**src/rtl/stream_s2p_framer.sv**
```systemverilog
// Serial-to-parallel I/Q framer: packs samples into P_SIZE-lane beats with SOF/EOF marking.
// Optional S2P_FRAME_CNT_EN adds a 16-bit count of completed frames.
module stream_s2p_framer #(
  parameter int P_SIZE       = 16,
  parameter int TOTAL_SIZE   = 512,
  parameter int WIDTH        = 9,
  parameter int BACKPRESSURE = 1
) (
  input  logic                    clk,
  input  logic                    rst,
  input  logic                    flush,
  input  logic                    in_valid,
  output logic                    in_ready,
  input  logic signed [WIDTH-1:0] din_i,
  input  logic signed [WIDTH-1:0] din_q,
  output logic                    out_valid,
  input  logic                    out_ready,
  output logic signed [WIDTH-1:0] dout_i [0:P_SIZE-1],
  output logic signed [WIDTH-1:0] dout_q [0:P_SIZE-1],
  output logic                    out_sof,
  output logic                    out_eof,
  output logic                    overflow
`ifdef S2P_FRAME_CNT_EN
  ,
  output logic [15:0]             frame_cnt
`endif
);

  localparam int LW     = $clog2(P_SIZE);
  localparam int NBEATS = TOTAL_SIZE / P_SIZE;
  localparam int BW     = (NBEATS > 1) ? $clog2(NBEATS) : 1;
  localparam logic [LW-1:0] LIDX_LAST = LW'(P_SIZE - 1);
  localparam logic [BW-1:0] BIDX_LAST = BW'(NBEATS - 1);

  // Handshake: a transfer happens on a rising edge where valid && ready; valid never waits on ready.
  logic signed [WIDTH-1:0] fill_re_q [0:P_SIZE-1];
  logic signed [WIDTH-1:0] fill_re_d [0:P_SIZE-1];
  logic signed [WIDTH-1:0] fill_im_q [0:P_SIZE-1];
  logic signed [WIDTH-1:0] fill_im_d [0:P_SIZE-1];
  logic signed [WIDTH-1:0] out_re_q  [0:P_SIZE-1];
  logic signed [WIDTH-1:0] out_re_d  [0:P_SIZE-1];
  logic signed [WIDTH-1:0] out_im_q  [0:P_SIZE-1];
  logic signed [WIDTH-1:0] out_im_d  [0:P_SIZE-1];
  logic signed [WIDTH-1:0] beat_re   [0:P_SIZE-1];
  logic signed [WIDTH-1:0] beat_im   [0:P_SIZE-1];
  logic [LW-1:0] lidx_q, lidx_d;
  logic [BW-1:0] bidx_q, bidx_d;
  logic          pending_q, pending_d;
  logic          out_valid_q, out_valid_d;
  logic          out_sof_q, out_sof_d;
  logic          out_eof_q, out_eof_d;
  logic          overflow_q, overflow_d;
  logic          out_free, blocked, accept, drop, last, load;
`ifdef S2P_FRAME_CNT_EN
  logic [15:0]   frame_cnt_q, frame_cnt_d;
`endif

  always_comb begin
    out_free  = !out_valid_q || out_ready;
    blocked   = pending_q && !out_free;
    in_ready  = (BACKPRESSURE != 0) ? !blocked : 1'b1;
    accept    = in_valid && !blocked && !flush;
    drop      = (BACKPRESSURE == 0) && in_valid && blocked && !flush;
    last      = accept && (lidx_q == LIDX_LAST);
    load      = !flush && out_free && (pending_q || last);

    // A parked beat is already complete; otherwise the live sample closes the last lane.
    beat_re = fill_re_q;
    beat_im = fill_im_q;
    if (!pending_q) begin
      beat_re[P_SIZE-1] = din_i;
      beat_im[P_SIZE-1] = din_q;
    end

    fill_re_d   = fill_re_q;
    fill_im_d   = fill_im_q;
    out_re_d    = out_re_q;
    out_im_d    = out_im_q;
    lidx_d      = lidx_q;
    bidx_d      = bidx_q;
    pending_d   = pending_q;
    out_valid_d = out_valid_q;
    out_sof_d   = out_sof_q;
    out_eof_d   = out_eof_q;
    overflow_d  = overflow_q;

    if (accept) begin
      fill_re_d[lidx_q] = din_i;
      fill_im_d[lidx_q] = din_q;
      lidx_d            = lidx_q + 1'b1;
    end

    if (load) begin
      out_valid_d = 1'b1;
      out_re_d    = beat_re;
      out_im_d    = beat_im;
      out_sof_d   = (bidx_q == '0);
      out_eof_d   = (bidx_q == BIDX_LAST);
      bidx_d      = (bidx_q == BIDX_LAST) ? '0 : bidx_q + 1'b1;
      pending_d   = 1'b0;
    end else if (out_valid_q && out_ready) begin
      out_valid_d = 1'b0;
    end

    if (last && !out_free) pending_d = 1'b1;
    if (drop) overflow_d = 1'b1;

    if (flush) begin
      lidx_d      = '0;
      bidx_d      = '0;
      pending_d   = 1'b0;
      out_valid_d = 1'b0;
      out_sof_d   = 1'b0;
      out_eof_d   = 1'b0;
      overflow_d  = 1'b0;
    end

`ifdef S2P_FRAME_CNT_EN
    frame_cnt_d = frame_cnt_q;
    if (flush) frame_cnt_d = '0;
    else if (out_valid_q && out_ready && out_eof_q) frame_cnt_d = frame_cnt_q + 16'd1;
`endif
  end

  always_ff @(posedge clk or posedge rst) begin
    if (rst) begin
      for (int k = 0; k < P_SIZE; k++) begin
        fill_re_q[k] <= '0;
        fill_im_q[k] <= '0;
        out_re_q[k]  <= '0;
        out_im_q[k]  <= '0;
      end
      lidx_q      <= '0;
      bidx_q      <= '0;
      pending_q   <= 1'b0;
      out_valid_q <= 1'b0;
      out_sof_q   <= 1'b0;
      out_eof_q   <= 1'b0;
      overflow_q  <= 1'b0;
`ifdef S2P_FRAME_CNT_EN
      frame_cnt_q <= '0;
`endif
    end else begin
      fill_re_q   <= fill_re_d;
      fill_im_q   <= fill_im_d;
      out_re_q    <= out_re_d;
      out_im_q    <= out_im_d;
      lidx_q      <= lidx_d;
      bidx_q      <= bidx_d;
      pending_q   <= pending_d;
      out_valid_q <= out_valid_d;
      out_sof_q   <= out_sof_d;
      out_eof_q   <= out_eof_d;
      overflow_q  <= overflow_d;
`ifdef S2P_FRAME_CNT_EN
      frame_cnt_q <= frame_cnt_d;
`endif
    end
  end

  assign dout_i    = out_re_q;
  assign dout_q    = out_im_q;
  assign out_valid = out_valid_q;
  assign out_sof   = out_sof_q;
  assign out_eof   = out_eof_q;
  assign overflow  = overflow_q;
`ifdef S2P_FRAME_CNT_EN
  assign frame_cnt = frame_cnt_q;
`endif

endmodule

```
**config.mk**
```make
export PLATFORM = sky130hd
export DESIGN_NAME = stream_s2p_framer
export DESIGN_NICKNAME = d
export VERILOG_FILES = /design/src/rtl/stream_s2p_framer.sv
export SDC_FILE = /design/constraint.sdc
export NUM_CORES = 1
export LEC_CHECK = 0
export ABC_CLOCK_PERIOD_IN_PS = 45300
export CORE_MARGIN = 4
export CORE_UTILIZATION = 30
export CTS_CLUSTER_DIAMETER = 120
export DETAILED_ROUTE_END_ITERATION = 7
export PLACE_DENSITY_LB_ADDON = 0.1
export SYNTH_ARGS = -nofsm -noshare
export SYNTH_HDL_FRONTEND = slang
export SYNTH_SLANG_ARGS = --single-unit
```
**constraint.sdc**
```tcl
create_clock -name clk -period 45.3 [get_ports clk]
set_input_delay 13.59 -clock clk [delete_from_list [all_inputs] [get_ports clk]]
set_output_delay 13.59 -clock clk [all_outputs]
set_load 0.05 [all_outputs]
```
==> impl_metrics.tcl <==
set metrics [dict create \
    dp.cells 2607 \
    cts_resized 0 \
    worst_pin_slew_ns 1.19 \
    fin_nets 1731 \
    design.core.area_mm2 0.0758 \
    antenna_found_initial 1 \
    setup_viol 0 \
    cts_tree "done" \
    regArea_mm2 0.0147 \
    synth_top_family_by_area "multiplexers" \
    syn_area_mm2 0.0229 \
    postCtsHoldBufs 0 \
    cts_max_path_buffers 3 \
    synth_nets 1404 \
    power.density_mw_per_mm2 39.1 \
    overflow 0 \
    grt_pass1_wl_um 93200 \
    drt-pass1-iter-count 4 \
    worst_hold_slack_ns 0.481 \
    die_x_um 284 \
    setup-tns-final_ns 0 \
    holdPathStages 1 \
    numCtsBuffers 70 \
    yosys.area.top_type "dfrtp_1" \
    chipHeight_um 284 \
    worst_ir_drop_vdd_mv 0.0196 \
    wl_per_cell_um 22.3 \
    slew_violations 0 \
    htreeDepth 3 \
    layout_setup_ws_ns 15.50 \
    crit_required_ns 31.71 \
    hold_class "reg -> reg" \
    p_leak_nw 13.9 \
    multi_input_area_mm2 0.00762 \
    dieArea_mm2 0.0809 \
    rsz0062_at_grt "false" \
    ys_seq_elements 589 \
    via_per_inst 4.64 \
    ys_seq_area_frac 0.643 \
    pin_count 316 \
    synthFlopType "dfrtp_1" \
    io_buffers 314 \
    cp_max_fo 15 \
    routed_wl_um 60800 \
    ys_warn_count 0 \
    grt_pass1_vias 13800 \
    num_vias 12700 \
    drive_gt1_frac 0.397 \
    min_period_over_period 0.658 \
    synth_edf_count 0 \
    antenna_left 0 \
    drcViolationCount 0 \
    synth_compound_area_frac 0.0159 \
    rows 101 \
    synthAdderAreaFrac 0.00382 \
    synth_cells 1374 \
    clkLatencyLatePin_ns 0.58 \
    initial_core_util 0.302 \
    r2r_cells 6 \
    area_delta_synth_final_pct 27.4 \
    syn-mean-instance-area_um2 16.7 \
    fin_skew_ns 0.0218 \
    fillCellCount 7109 \
    cts_setup_buffers 0 \
    diodes 0 \
    grt.total_usage 0.152 \
    initialDrtViolationCount 456 \
    arrival_ns 16.21 \
    maxCapViolations 0 \
    cts-root-buf "clkbuf_16" \
    synth_mux_area_frac 0.289 \
    status "finished clean" \
    fmax_mhz 33.6 \
    path_clk_slew_ns 0.05 \
    numClockSinks 589 \
    relSlewSlack 0.205 \
    place_ws_ns 15.47 \
    period_needed_ns 29.80 \
    place_congestion 0.682 \
    synthSimpleGateAreaFrac 0.0234 \
    hold_viol_final 0 \
    ys_top_cells_by_area "dfrtp_1 64%, mux2_2 24%, mux2_4 2.6%, mux2_1 0.98%, mux2i_1 0.79%" \
    critPathCaptureType "output port" \
    grt_max_degree 142 \
    final_cells 2728 \
    async_flop_share 1.00 \
    synth_xor_area_frac 0 \
    yosysTopAreaCellShare 0.643 \
    final_util 0.385 \
    startpoint_type "input pin" \
    yosysUniqueCellTypes 47 \
    path_class "in -> out" \
    place_hpwl_um 37600 \
]
## final cells by class
cell class,instances,share of cell area
flip-flops and latches,589,0.505
multi-input cells,691,0.261
repair buffers,339,0.114
clock buffers,105,0.0697
well taps,978,0.0419
clock inverters,16,0.00656
inverters,10,0.00154
## per-layer routing
metal	global-route usage	vias to the layer above	share of wire
met5	0	-	0.00021
met4	0.0379	2	0.017
met3	0.0459	76	0.065
met2	0.247	241	0.48
met1	0.200	6750	0.44
li1	-	5593	-
## synthesized netlist by cell type (all sizes together) (3+ instances only)
cell	count
o21ai	6
o211ai	5
a21oi	23
or3b	3
nand4	11
clkbuf	25
nor3	11
ha	7
a31oi	18
nand3	5
dfrtp	589
mux2	558
buf	59
o31ai	3
inv	10
mux2i	18
## path summary, 6_finish.rpt
path | start | end | slack (ns)
setup / recovery | out_ready | in_ready | 15.50
hold / removal | dout_i[117] | dout_i[117] | 0.48
setup reg to reg | lidx_q[0] | dout_i[25] | 41.35
hold reg to reg | dout_i[117] | dout_i[117] | 0.48
max in group asynchronous | rst | beat_im[67] | 28.54
min in group asynchronous | rst | dout_i[23] | 13.48
## power breakdown
part	internal [mW]	switching [mW]	leakage, nW
registers	0.544	0.00802	8.12
clock network	0.327	0.219	1.09
logic	0.0172	0.0252	4.71
total	0.889	0.252	13.9
## kinds of logic after synthesis
kind of cell / count (synthesis)
compound gates: 59
fa+ha+maj: 7
buf+inv: 94
flops: 589
mux: 576
other cells: 1
simple gates: 48
## placed cells by master, fill, tap and decap left out, drive strengths merged, types with 2 or more instances in the layout
cell type        n
nor3b            2
ha               7
clkbuf         105
nand4           11
and3b            2
buf             25
mux2i           18
o21ai            6
dfrtp          589
nand3            5
bufinv           3
o211ai           5
o31ai            3
mux2           558
a21oi           23
nor3            11
or4              2
inv             13
clkdlybuf4s50  314
nand2            2
or3              2
or3b             3
a31oi           18
clkinv           9
## state kept, by name (all words and copies together), names as in the netlist, 4 cells and up
register and cells:
beat_im 135, fill_re_q 9, lidx_q 4, bidx_q 5, dout_i 144, fill_im_q 9, dout_q 144, beat_re 135
## critical path: stages
cell and delay, ns:
clkdlybuf4s50_1 0.43, and3b_1 0.91, inv_2 0.40, clkdlybuf4s50_1 0.86
## metrics by stage
step	cell area, um2	total power, mW
after floorplan	22900	0.589
after global placement	27000	0.604
after detailed placement	27000	0.606
after CTS	29200	1.16
after global routing	29200	1.19
final	29200	1.14
(Power assumes the default switching activity.)
